$ cat src/rtl/prim_sparse_fsm_decoder_pkg.sv
// Shared types and constants for the sparse FSM state decoder.
// Alert FSM encodings keep pairwise Hamming distance >= 3 so single/double flips never alias.
package prim_sparse_fsm_decoder_pkg;

  localparam int unsigned AlertStateW = 5;

  typedef enum logic [AlertStateW-1:0] {
    AlertIdle     = 5'b01010,
    AlertReq      = 5'b10110,
    AlertWaitDrop = 5'b11001,
    AlertFatal    = 5'b00101
  } alert_state_e;

  localparam int unsigned DefaultWidth     = 10;
  localparam int unsigned DefaultNumStates = 4;

  // Packed array: the rightmost literal is entry 0, so 10'h0A5 decodes to index 0.
  localparam logic [DefaultNumStates-1:0][DefaultWidth-1:0] DefaultStateEncodings = {
    10'h2B3, 10'h36C, 10'h1DA, 10'h0A5
  };

  function automatic int unsigned popcount64(input logic [63:0] value);
    int unsigned cnt;
    cnt = 0;
    for (int b = 0; b < 64; b++) begin
      cnt = cnt + 32'(value[b]);
    end
    return cnt;
  endfunction

endpackage

$ cat src/rtl/prim_sparse_fsm_decoder_alert.sv
// Four-phase alert sender FSM with a one-deep pending queue and a terminal Fatal state.
// Any state register value outside the sparse set collapses into Fatal.
module prim_sparse_fsm_decoder_alert
  import prim_sparse_fsm_decoder_pkg::*;
(
  input  logic clk_i,
  input  logic rst_i,
  input  logic err_i,
  input  logic alert_ack_i,
  output logic alert_req_o
);

  logic [AlertStateW-1:0] state_r;
  logic [AlertStateW-1:0] state_n_s;
  logic                   pend_r;
  logic                   pend_n_s;
  logic                   req_r;
  logic                   req_n_s;

  // State, pend and registered request flops
  always_ff @(posedge clk_i or posedge rst_i) begin
    if (rst_i) begin
      state_r <= AlertIdle;
      pend_r  <= 1'b0;
      req_r   <= 1'b0;
    end else begin
      state_r <= state_n_s;
      pend_r  <= pend_n_s;
      req_r   <= req_n_s;
    end
  end

  // Next-state and pend update
  always_comb begin
    state_n_s = state_r;
    pend_n_s  = pend_r;
    case (state_r)
      AlertIdle: begin
        if (err_i || pend_r) begin
          state_n_s = AlertReq;
          pend_n_s  = 1'b0;
        end else begin
          state_n_s = AlertIdle;
        end
      end
      AlertReq: begin
        if (err_i) begin
          pend_n_s = 1'b1;
        end else begin
          pend_n_s = pend_r;
        end
        if (alert_ack_i) begin
          state_n_s = AlertWaitDrop;
        end else begin
          state_n_s = AlertReq;
        end
      end
      AlertWaitDrop: begin
        if (err_i) begin
          pend_n_s = 1'b1;
        end else begin
          pend_n_s = pend_r;
        end
        if (!alert_ack_i) begin
          state_n_s = AlertIdle;
        end else begin
          state_n_s = AlertWaitDrop;
        end
      end
      AlertFatal: begin
        state_n_s = AlertFatal;
      end
      default: begin
        state_n_s = AlertFatal;
      end
    endcase
  end

  // Request decode from the next state, so the flop mirrors the state it accompanies
  always_comb begin
    req_n_s = 1'b0;
    if ((state_n_s == AlertReq) || (state_n_s == AlertFatal)) begin
      req_n_s = 1'b1;
    end else begin
      req_n_s = 1'b0;
    end
  end

  assign alert_req_o = req_r;

endmodule

$ cat src/rtl/prim_sparse_fsm_decoder_chk.sv
// Elaboration-time check that the legal encodings are distinct and at least distance 2 apart.
module prim_sparse_fsm_decoder_chk
  import prim_sparse_fsm_decoder_pkg::*;
#(
  parameter int unsigned Width     = DefaultWidth,
  parameter int unsigned NumStates = DefaultNumStates,
  parameter logic [NumStates-1:0][Width-1:0] StateEncodings = DefaultStateEncodings
) ();

  function automatic bit encodings_ok();
    bit ok;
    ok = 1'b1;
    for (int i = 0; i < int'(NumStates); i++) begin
      for (int j = i + 1; j < int'(NumStates); j++) begin
        ok = ok & (popcount64(64'(StateEncodings[i] ^ StateEncodings[j])) >= 32'd2);
      end
    end
    return ok;
  endfunction

  localparam bit EncOk = encodings_ok();

  if (!EncOk) begin : g_enc_bad
    $fatal(1, "StateEncodings must be distinct with pairwise Hamming distance >= 2");
  end

endmodule

$ cat src/rtl/prim_sparse_fsm_decoder.sv
// Decodes a sparse FSM state word to index/one-hot, and flags, counts and escalates
// any word outside the legal encoding set.
module prim_sparse_fsm_decoder
  import prim_sparse_fsm_decoder_pkg::*;
#(
  parameter int unsigned Width     = DefaultWidth,
  parameter int unsigned NumStates = DefaultNumStates,
  parameter logic [NumStates-1:0][Width-1:0] StateEncodings = DefaultStateEncodings,
  parameter int unsigned ErrCntW   = 4
) (
  input  logic                         clk_i,
  input  logic                         rst_i,
  input  logic [Width-1:0]             state_i,
  input  logic                         clr_i,
  input  logic                         alert_ack_i,
  output logic [$clog2(NumStates)-1:0] state_idx_o,
  output logic [NumStates-1:0]         state_onehot_o,
  output logic                         err_o,
  output logic                         err_sticky_o,
  output logic [ErrCntW-1:0]           err_cnt_o,
  output logic                         alert_req_o
);

  localparam int unsigned IdxW = $clog2(NumStates);
  localparam logic [ErrCntW-1:0] CntMax = {ErrCntW{1'b1}};

  logic [NumStates-1:0] match_s;
  logic [IdxW-1:0]      idx_s;
  logic                 legal_s;
  logic                 sticky_n_s;
  logic [ErrCntW-1:0]   cnt_n_s;

  logic [IdxW-1:0]      state_idx_r;
  logic [NumStates-1:0] onehot_r;
  logic                 err_r;
  logic                 sticky_r;
  logic [ErrCntW-1:0]   cnt_r;

  // Comparator array against every legal encoding
  always_comb begin
    match_s = '0;
    for (int i = 0; i < int'(NumStates); i++) begin
      match_s[i] = (state_i == StateEncodings[i]);
    end
  end

  // Binary encode; encodings are distinct so at most one match bit is set
  always_comb begin
    idx_s = '0;
    for (int i = 0; i < int'(NumStates); i++) begin
      idx_s = idx_s | (match_s[i] ? IdxW'(i) : {IdxW{1'b0}});
    end
  end

  assign legal_s = |match_s;

  // Sticky and saturating counter update; an illegal sample beats a same-cycle clear
  always_comb begin
    sticky_n_s = sticky_r;
    cnt_n_s    = cnt_r;
    if (!legal_s) begin
      sticky_n_s = 1'b1;
      if (clr_i) begin
        cnt_n_s = ErrCntW'(1);
      end else if (cnt_r == CntMax) begin
        cnt_n_s = cnt_r;
      end else begin
        cnt_n_s = cnt_r + ErrCntW'(1);
      end
    end else if (clr_i) begin
      sticky_n_s = 1'b0;
      cnt_n_s    = '0;
    end else begin
      sticky_n_s = sticky_r;
      cnt_n_s    = cnt_r;
    end
  end

  // Decode and error bookkeeping registers
  always_ff @(posedge clk_i or posedge rst_i) begin
    if (rst_i) begin
      state_idx_r <= '0;
      onehot_r    <= '0;
      err_r       <= 1'b0;
      sticky_r    <= 1'b0;
      cnt_r       <= '0;
    end else begin
      if (legal_s) begin
        state_idx_r <= idx_s;
      end else begin
        state_idx_r <= state_idx_r;
      end
      onehot_r <= legal_s ? match_s : {NumStates{1'b0}};
      err_r    <= ~legal_s;
      sticky_r <= sticky_n_s;
      cnt_r    <= cnt_n_s;
    end
  end

  prim_sparse_fsm_decoder_alert u_alert (
    .clk_i       (clk_i),
    .rst_i       (rst_i),
    .err_i       (~legal_s),
    .alert_ack_i (alert_ack_i),
    .alert_req_o (alert_req_o)
  );

  prim_sparse_fsm_decoder_chk #(
    .Width          (Width),
    .NumStates      (NumStates),
    .StateEncodings (StateEncodings)
  ) u_chk ();

  assign state_idx_o    = state_idx_r;
  assign state_onehot_o = onehot_r;
  assign err_o          = err_r;
  assign err_sticky_o   = sticky_r;
  assign err_cnt_o      = cnt_r;

endmodule

$ cat config.mk
export PLATFORM = sky130hd
export DESIGN_NAME = prim_sparse_fsm_decoder
export DESIGN_NICKNAME = d
export VERILOG_FILES = /design/src/rtl/prim_sparse_fsm_decoder_pkg.sv /design/src/rtl/prim_sparse_fsm_decoder_alert.sv /design/src/rtl/prim_sparse_fsm_decoder_chk.sv /design/src/rtl/prim_sparse_fsm_decoder.sv
export SDC_FILE = /design/constraint.sdc
export NUM_CORES = 1
export LEC_CHECK = 0
export ABC_CLOCK_PERIOD_IN_PS = 1500
export BUFFER_PORTS_ARGS = -buffer_cell sky130_fd_sc_hd__buf_2
export CORE_MARGIN = 2
export CORE_UTILIZATION = 47
export CTS_BUF_LIST = sky130_fd_sc_hd__clkbuf_2
export DETAILED_ROUTE_END_ITERATION = 7
export PLACE_DENSITY = 0.77
export SLEW_MARGIN = 25
export SYNTH_ARGS = -nofsm -noshare
export SYNTH_HDL_FRONTEND = slang
export SYNTH_SLANG_ARGS = --single-unit
$ cat constraint.sdc
create_clock -name clk_i -period 1.5 [get_ports clk_i]
set_clock_uncertainty 0.1 [all_clocks]
set_input_delay 0.15 -clock clk_i [delete_from_list [all_inputs] [get_ports clk_i]]
set_output_delay 0.15 -clock clk_i [all_outputs]
set_load 0.05 [all_outputs]
==> results of run 1 <==
-- kinds of logic (layout without fill, tap and decap cells) --
| family | count (synthesis) | count (layout) | share of synthesized area [%] |
|---|---|---|---|
| AND/OR/NAND/NOR | 30 | 30 | 22.7 |
| multiplexers | 1 | 1 | 1.12 |
| AO/OA/AOI/OAI | 22 | 22 | 19.1 |
| buffers and inverters | 5 | 46 | 2.37 |
| adder cells (fa/ha/maj) | 1 | 1 | 1.39 |
| flip-flops | 19 | 19 | 53.3 |
-- sequential cells by signal, indices dropped and copies added, names as in the netlist --
name and cells:
u_alert.state_r 5, err_cnt_o 4, state_onehot_o 4, state_idx_o 2, err_o 1, err_sticky_o 1
u_alert.alert_req_o 1, u_alert.pend_r 1
-- worst max path at each step --
stage | start | to | slack (ns) | cells after the start
2_1_floorplan | err_cnt_o[0] | err_cnt_o[1] | 0.07 | 4
4_1_cts | u_alert.state_r[1] | u_alert.state_r[2] | 0.007 | 3
6_report | u_alert.state_r[3] | u_alert.state_r[2] | 0.03 | 3
3_5_place_dp | u_alert.state_r[1] | u_alert.state_r[0] | -0.03 | 4
3_3_place_gp | u_alert.state_r[1] | u_alert.alert_req_o | 0.005 | 3
5_1_grt | u_alert.state_r[3] | u_alert.alert_req_o | -0.02 | 3
-- cells in the final DEF (no fill, tap or decap), types with 3 or more instances in the layout --
master                           n
sky130_fd_sc_hd__a21oi_1         3
sky130_fd_sc_hd__a31oi_1         3
sky130_fd_sc_hd__and3_1          3
sky130_fd_sc_hd__buf_2          26
sky130_fd_sc_hd__buf_4           8
sky130_fd_sc_hd__clkbuf_2        4
sky130_fd_sc_hd__dfrtp_1        15
sky130_fd_sc_hd__dlygate4sd3_1   3
sky130_fd_sc_hd__inv_1           4
sky130_fd_sc_hd__nand2_1         5
sky130_fd_sc_hd__nor2_1          4
-- repair_timing --
| item | 4_1_cts | 5_1_grt |
|---|---|---|
| gates resized for setup | 6 | 1 |
| setup endpoints to repair | 5 | 5 |
| endpoints found under the hold margin | 23 | 0 |
| buffers inserted | 0 | 1 |
| pin swaps | 1 | 4 |
| hold buffers | 3 | 0 |
-- cell usage after synthesis, types with 3 or more instances --
library cell / number
sky130_fd_sc_hd__o21ai_0: 3
sky130_fd_sc_hd__dfrtp_1: 17
sky130_fd_sc_hd__a21oi_1: 3
sky130_fd_sc_hd__nand2_1: 6
sky130_fd_sc_hd__a31oi_1: 3
sky130_fd_sc_hd__nor2_1: 4
sky130_fd_sc_hd__inv_1: 4
sky130_fd_sc_hd__and3_1: 3
-- cell type report --
| type | count | area, sq um | area share (%) |
|---|---|---|---|
| Sequential cell | 19 | 480 | 39.8 |
| Timing Repair Buffer | 37 | 220 | 18.2 |
| Multi-Input combinational cell | 54 | 434 | 36.0 |
| Tap cell | 25 | 31.3 | 2.59 |
| Inverter | 5 | 21.3 | 1.76 |
| Clock buffer | 4 | 20.0 | 1.66 |
-- per-stage QoR --
stage,setup TNS (ns),instance area [sq um]
2_1_floorplan,0,900
3_3_place_gp,0,1110
3_5_place_dp,-0.122,1110
4_1_cts,0,1200
5_1_grt,-0.0357,1210
6_report,0,1210
-- report_power, final --
part,total (W),internal (W),switching (W),leakage [nW]
registers,0.000544,0.000529,0.0000151,0.219
clock network,0.000220,0.0000707,0.000149,0.0166
logic,0.000157,0.0000543,0.000103,0.353
total,0.000921,0.000653,0.000267,0.589
-- tightest hold or removal path: cells and delay by family --
kind,cells,cell delay [ns]
buffers and inverters,1,0.11
AND/OR/NAND/NOR,2,0.14
-- layer usage --
layer  share of wire (%)  GRT usage, %  vias to the layer above
met2                  53          34.4                       20
li1                    -             -                      374
met5                   0             0                        -
met3                 3.9          3.40                        2
met1                  41          22.6                      376
met4                 1.4          11.4                        0
==> impl_summary.md, run 1 <==
Worst setup path
The number of buffer and inverter instances along the worst setup path is 0. The worst setup path is launched from a flip-flop. The critical path is of the flip-flop to flip-flop type. The endpoint type of the worst setup path is a flip-flop. The worst path required time is approximately 1.6 ns. The biggest fanout along the worst timing path is 5. For the worst flop-to-flop path, the logic depth is 3. The family with the most delay on the worst path is flip-flops. The endpoint of the lowest-slack register-to-register path is u_alert.state_r[2]. In this run the critical register-to-register path is launched from u_alert.state_r[3]. The critical path data arrival time is approximately 1.6 ns. For flop-to-flop paths, the worst setup slack is around 0.03 ns. The slowest stage of the critical path belongs to the cell sky130_fd_sc_hd__dfstp_2. The delay of the slowest cell on the worst path is a little under 0.6 ns.

The signal on the critical path passes through nor4bb_4 > nand2_2 > o32a_1.

Clocking
The cell at the root of the clock tree is sky130_fd_sc_hd__clkbuf_2. No sink is reached through more buffers than the 2 on the longest clock path. The clock buffer count from CTS is 3.

TritonCTS built the clock tree. At the later pin of the worst-skew pair, clock insertion delay measures roughly 0.3 ns. The clock slew seen by the registers of the worst setup and hold paths is between 0.15 and 0.2 ns. The total number of clock tree sinks is 19. CTS built an H-tree with a depth of 1.

Die
The core footprint is 0.00176 sq mm. For this design the top-level I/O count stands at 27. The floorplan has 15 rows. The floorplan step set the die height to ~48 microns. The initial standard-cell utilization of the core is roughly half. The floorplan step set the die width to 47.7 microns. The total die area is about 0.0023 sq mm.

Synth
The number of distinct library cell variants in the gate-level netlist after synthesis is 33. In this run the mean area of a mapped cell was 11.5 sq um. The count of flip-flops with a built-in enable after synthesis is 0. By area the synthesized netlist is led by sky130_fd_sc_hd__dfrtp_1 47%, sky130_fd_sc_hd__dfstp_2 5.9%, sky130_fd_sc_hd__and4bb_2 2.8%. After synthesis, the share of flip-flops with an asynchronous set or reset is 100%. Synthesis produced a netlist with a net count of 93. In the synthesized netlist the dominant register cell turns out to be sky130_fd_sc_hd__dfrtp_1. The area of the mapped netlist is 897 sq um.

The count of state elements after synthesis is 19. Synthesis produced a netlist whose cell count is just under 80. The largest area contributor in the synthesized netlist is sky130_fd_sc_hd__dfrtp_1. The Yosys step of the flow raised 0 warnings. Sequential elements use around 53% of the synthesized area.

The portion of synthesized cell area occupied by the leading cell type is 47.4%.

STA
The hold violation total from the final report is 0. The post-route clock period utilization is between 90% and 100%. The number of endpoints failing setup at the final stage is 0. The count of pins over their slew limit came to 0. The headroom to the max-slew limit is 82.1%.

The final setup slack of the worst path is about 0.030 ns. Setup repair after global routing could not meet its margin everywhere. The maximum clock frequency is around 700 MHz. The minimum clock period is approximately 1.5 ns. For the pin with the worst max-slew slack, the measured transition is 0.267 ns. The minimum hold slack is ~0.028 ns.

Drt
The mean number of vias per cell is approximately 5.4. The vias after detailed routing is ~770. The number of violations reported at the end of detailed-routing iteration 0 is 4. Once detail routing completed, the nets flagged for antenna violations numbered 0. In the final routed layout, each cell accounts on average for between 10 and 15 microns. The first detailed-routing pass took 4 iterations.

After detailed routing, the total wire length is 1910 microns. The post-detailed-route DRC marker count is 0.

Cells and area
Compared with the post-synthesis result, the final layout area differs by 34.6%. The number of antenna diodes in the final layout is 0. The count of nets after finishing is 135. The final cell utilization of the core is between 60% and 70%. The post-route netlist has ~48% of its cells at a drive strength greater than 1.

Once layout is complete, the cells apart from fillers number ~140. The final-layout fill cell count is approximately 160.

Status
The run finished with clean final reports.

Placed design
The congestion estimate from routability-driven global placement came to just under 0.8. The post-place setup slack is -0.0334 ns. The count of input and output buffers is 26. The count of placed standard cells including taps is 136. The HPWL after detailed placement is about 1400 microns.

Global route
The via count of the first global-routing pass is 750. Entering global routing, the biggest net connects 20 pins. The wire length of the first global-routing pass is 3020 microns. The overflow left after global routing is 0. The initial antenna violation count is 0.

Global routing consumed, over all layers together, about a fifth of the routing resources.

Job
Across the run, the number of max-cap violations was 0.

Min path
The startpoint of the tightest hold check path is state_i[4]. The worst min-delay path endpoint is state_onehot_o[1]. The kind of path behind the tightest hold check is input pin to flip-flop.

The worst hold path was traced through 3 stages.

Power and ir drop
The static leakage is a little under 0.6 nW. Total power for the finished layout comes to about 0.00092 W. IR analysis of the VDD net gives a maximum drop of about 410 uV. The power density of the placed cells is ~760 mW/mm^2.
Power figures use the tool's default switching activity.
==> inputs of run 2 (changes only) <==
--- a/config.mk
+++ b/config.mk
@@ -9,9 +9,11 @@
 export BUFFER_PORTS_ARGS = -buffer_cell sky130_fd_sc_hd__buf_2
 export CORE_MARGIN = 2
 export CORE_UTILIZATION = 47
-export CTS_BUF_LIST = sky130_fd_sc_hd__clkbuf_2
+export CTS_BUF_LIST = sky130_fd_sc_hd__clkbuf_4
 export DETAILED_ROUTE_END_ITERATION = 7
+export MAX_ROUTING_LAYER = met4
 export PLACE_DENSITY = 0.77
+export SETUP_SLACK_MARGIN = 0.1
 export SLEW_MARGIN = 25
 export SYNTH_ARGS = -nofsm -noshare
 export SYNTH_HDL_FRONTEND = slang
==> impl_summary.md, run 2 (synthesis results as in run 1) <==
Status
The run finished, with violations left. The checks that failed: negative setup slack.

Clocking
The number of clock buffers added by TritonCTS is 3. The clock passes through at most 2 buffers. TritonCTS built the clock tree. The clock network latency to the later pin of the worst-skew pair is approximately 0.28 ns.

CTS built an H-tree with a depth of 1. Clock tree synthesis selected as its root buffer the cell sky130_fd_sc_hd__clkbuf_4. The total number of clock tree sinks is 19. Clock-pin slew was measured on the worst setup and hold paths at approximately 0.10 ns.

Power and ir drop
Internal power comes to 0.000707 W. Summed over all cells, the static leakage comes to about 0.58 nW. Combinational cells account for about 16% of the total power.

The worst-case IR drop observed on VDD is between 400 and 500 uV. The switching fraction of total power is 27.0%. The clock network burns a little over a quarter of the power. The fraction of power consumed by sequential logic is a little under three fifths. The switching power is 0.000262 W.

The power consumption is 0.000968 W. The power density of the placed cells is about 800 mW/mm^2.

Cells and area
Counting flops per register, the top entry is u_alert.state_r. The count of antenna diodes in the layout is 0. The count of nets after finishing is roughly 130.

The final instance area is 0.00121 sq mm. The flip-flop count of the largest register after layout is 5. Leaving out fill and tap cells, the most frequent cells in the layout are 26 x sky130_fd_sc_hd__buf_2, 14 x sky130_fd_sc_hd__dfrtp_1, 7 x sky130_fd_sc_hd__buf_4, 5 x sky130_fd_sc_hd__nand2_1. Compared with the post-synthesis result, the final layout area differs by 34.9%. The library cell used most frequently in the layout, excluding fill and tap cells, is sky130_fd_sc_hd__buf_2. The fraction of layout cells with a size suffix above 1 is 48.7%.

The filler-free cell count of the finished design is roughly 140.

Worst setup path
The worst path required time is around 1.6 ns. The worst setup path is launched from a flip-flop. Data on the critical path arrives at its endpoint at between 1.5 and 2 ns. The endpoint type of the worst setup path is a flip-flop.

The biggest fanout along the worst timing path is 5. The worst setup path is of the flip-flop to flip-flop kind.

Min path
The tightest min-delay check is of the input pin to flip-flop type.

Placed design
The count of input and output buffers is 26. The count of placed standard cells including taps is about 130. Summing all placed instances gives a cell area of approximately 0.0011 sq mm. Detailed placement finished with a half-perimeter wire length of about 1400 microns. Routability-driven placement finished with a final weighted congestion of between 0.7 and 0.8.

Drt
The routed length per instance is 13.6 microns. Before antenna repair, the detailed router went through 5 iterations. The mean number of vias per cell is 5.44. The vias after detailed routing is 773.

The detail route stage leaves a number of antenna-violating nets equal to 0. The total routed wirelength is around 1900 microns. In this run, the number of DRC markers left after iteration 0 of detailed routing was 20.

After detailed routing, the number of remaining DRC violations is 0.

STA
The minimum hold slack is roughly 0.05 ns. At the pin with the least slew margin, the transition time is 0.279 ns. The count of pins over their slew limit is 0. The post-route clock period utilization is 102%. The smallest clock period supported by the final layout is computed as 1.53 ns. Setup repair after global routing could not meet its margin everywhere. After layout, the worst setup slack is -0.0287 ns. Setup violations remaining at the end of the flow were counted as 2. For this run, the top clock speed supported by timing is between 600 and 700 MHz.

Headroom to the max-slew limit came out at 81.3%. The hold violation total from the final report is 0.

Die
The core footprint is around 0.0018 sq mm. The die outline height is around 48 microns. The number of placement rows is 15. The initial standard-cell utilization of the core is roughly 50%.

27 I/O pins were placed. The floorplan step defined a die boundary enclosing 0.00227 sq mm. The die boundary width is roughly 48 microns.

Job
Across the run, the number of max-cap violations was 0.

Global route
The via count of the first global-routing pass is approximately 740. Entering global routing, the biggest net connects 20 pins. The initial antenna violation count is 0.

The total global routing track utilization is about a fifth. The overflow left after global routing is 0. The first global-routing pass estimated between 3000 and 4000 microns of wire.
run 2: path summary, 6_finish.rpt:
kind | from | end | slack [ns] | cells after the start
worst max-delay path | u_alert.state_r[3] | u_alert.alert_req_o | -0.03 | 3
worst min-delay path | alert_ack_i | u_alert.state_r[0] | 0.05 | 2
worst max register to register | u_alert.state_r[3] | u_alert.alert_req_o | -0.03 | 3
worst min register to register | state_idx_o[0] | state_idx_o[0] | 0.39 | 1
max in group asynchronous | rst_i | u_alert.state_r[3] | 0.72 | 4
min in group asynchronous | rst_i | state_onehot_o[0] | 0.32 | 4
run 2: layout make-up:
| class | count | area [sq um] |
|---|---|---|
| fill | 154 | 554 |
| tap | 25 | 31.3 |
| sequential | 19 | 482 |
| inverter | 5 | 21.3 |
| clock buffer | 4 | 30.0 |
| multi-input combinational | 54 | 443 |
| timing repair buffer | 35 | 203 |
run 2: power groups by stage:
stage	Combinational, W	Clock [W]	Sequential, W
2_1_floorplan	0.0000523	0	0.000606
3_3_place_gp	0.000153	0	0.000555
3_5_place_dp	0.000157	0	0.000555
4_1_cts	0.000161	0.000267	0.000545
5_1_grt	0.000174	0.000292	0.000549
6_report	0.000159	0.000264	0.000545
run 2: timing repair:
action                                 CTS  global route
pin swaps                                2             1
hold buffers                             2             0
gates resized for setup                  5             1
setup endpoints to repair                7             7
setup buffers                            2             0
endpoints found under the hold margin   19             0
run 2: per-layer routing:
layer  vias up  GRT usage [%]  routed length [microns]
li1        373              -                        -
met1       382           25.4                      777
met2        16           36.5                     1060
met3         2           3.40                       73
met4         0           6.49                       13
met5         -              -                        0
run 2: per-stage QoR:
| step | setup WS [ns] | utilization (%) | TNS (ns) |
|---|---|---|---|
| 3_5_place_dp | -0.0365 | 63.4 | -0.0903 |
| 2_1_floorplan | 0.0900 | - | 0 |
| 4_1_cts | 0.0182 | 68.6 | 0 |
| 5_1_grt | -0.0883 | 68.6 | -0.294 |
| 6_report | -0.0287 | 68.6 | -0.0446 |
| 3_3_place_gp | -0.00213 | 63.4 | -0.00213 |
run 2: worst max-delay path, cell delays in order, from the launching register on:
cell,delay (ns)
sky130_fd_sc_hd__dfstp_2,0.56
sky130_fd_sc_hd__nor4bb_4,0.31
sky130_fd_sc_hd__nand2_2,0.13
sky130_fd_sc_hd__o32a_1,0.32
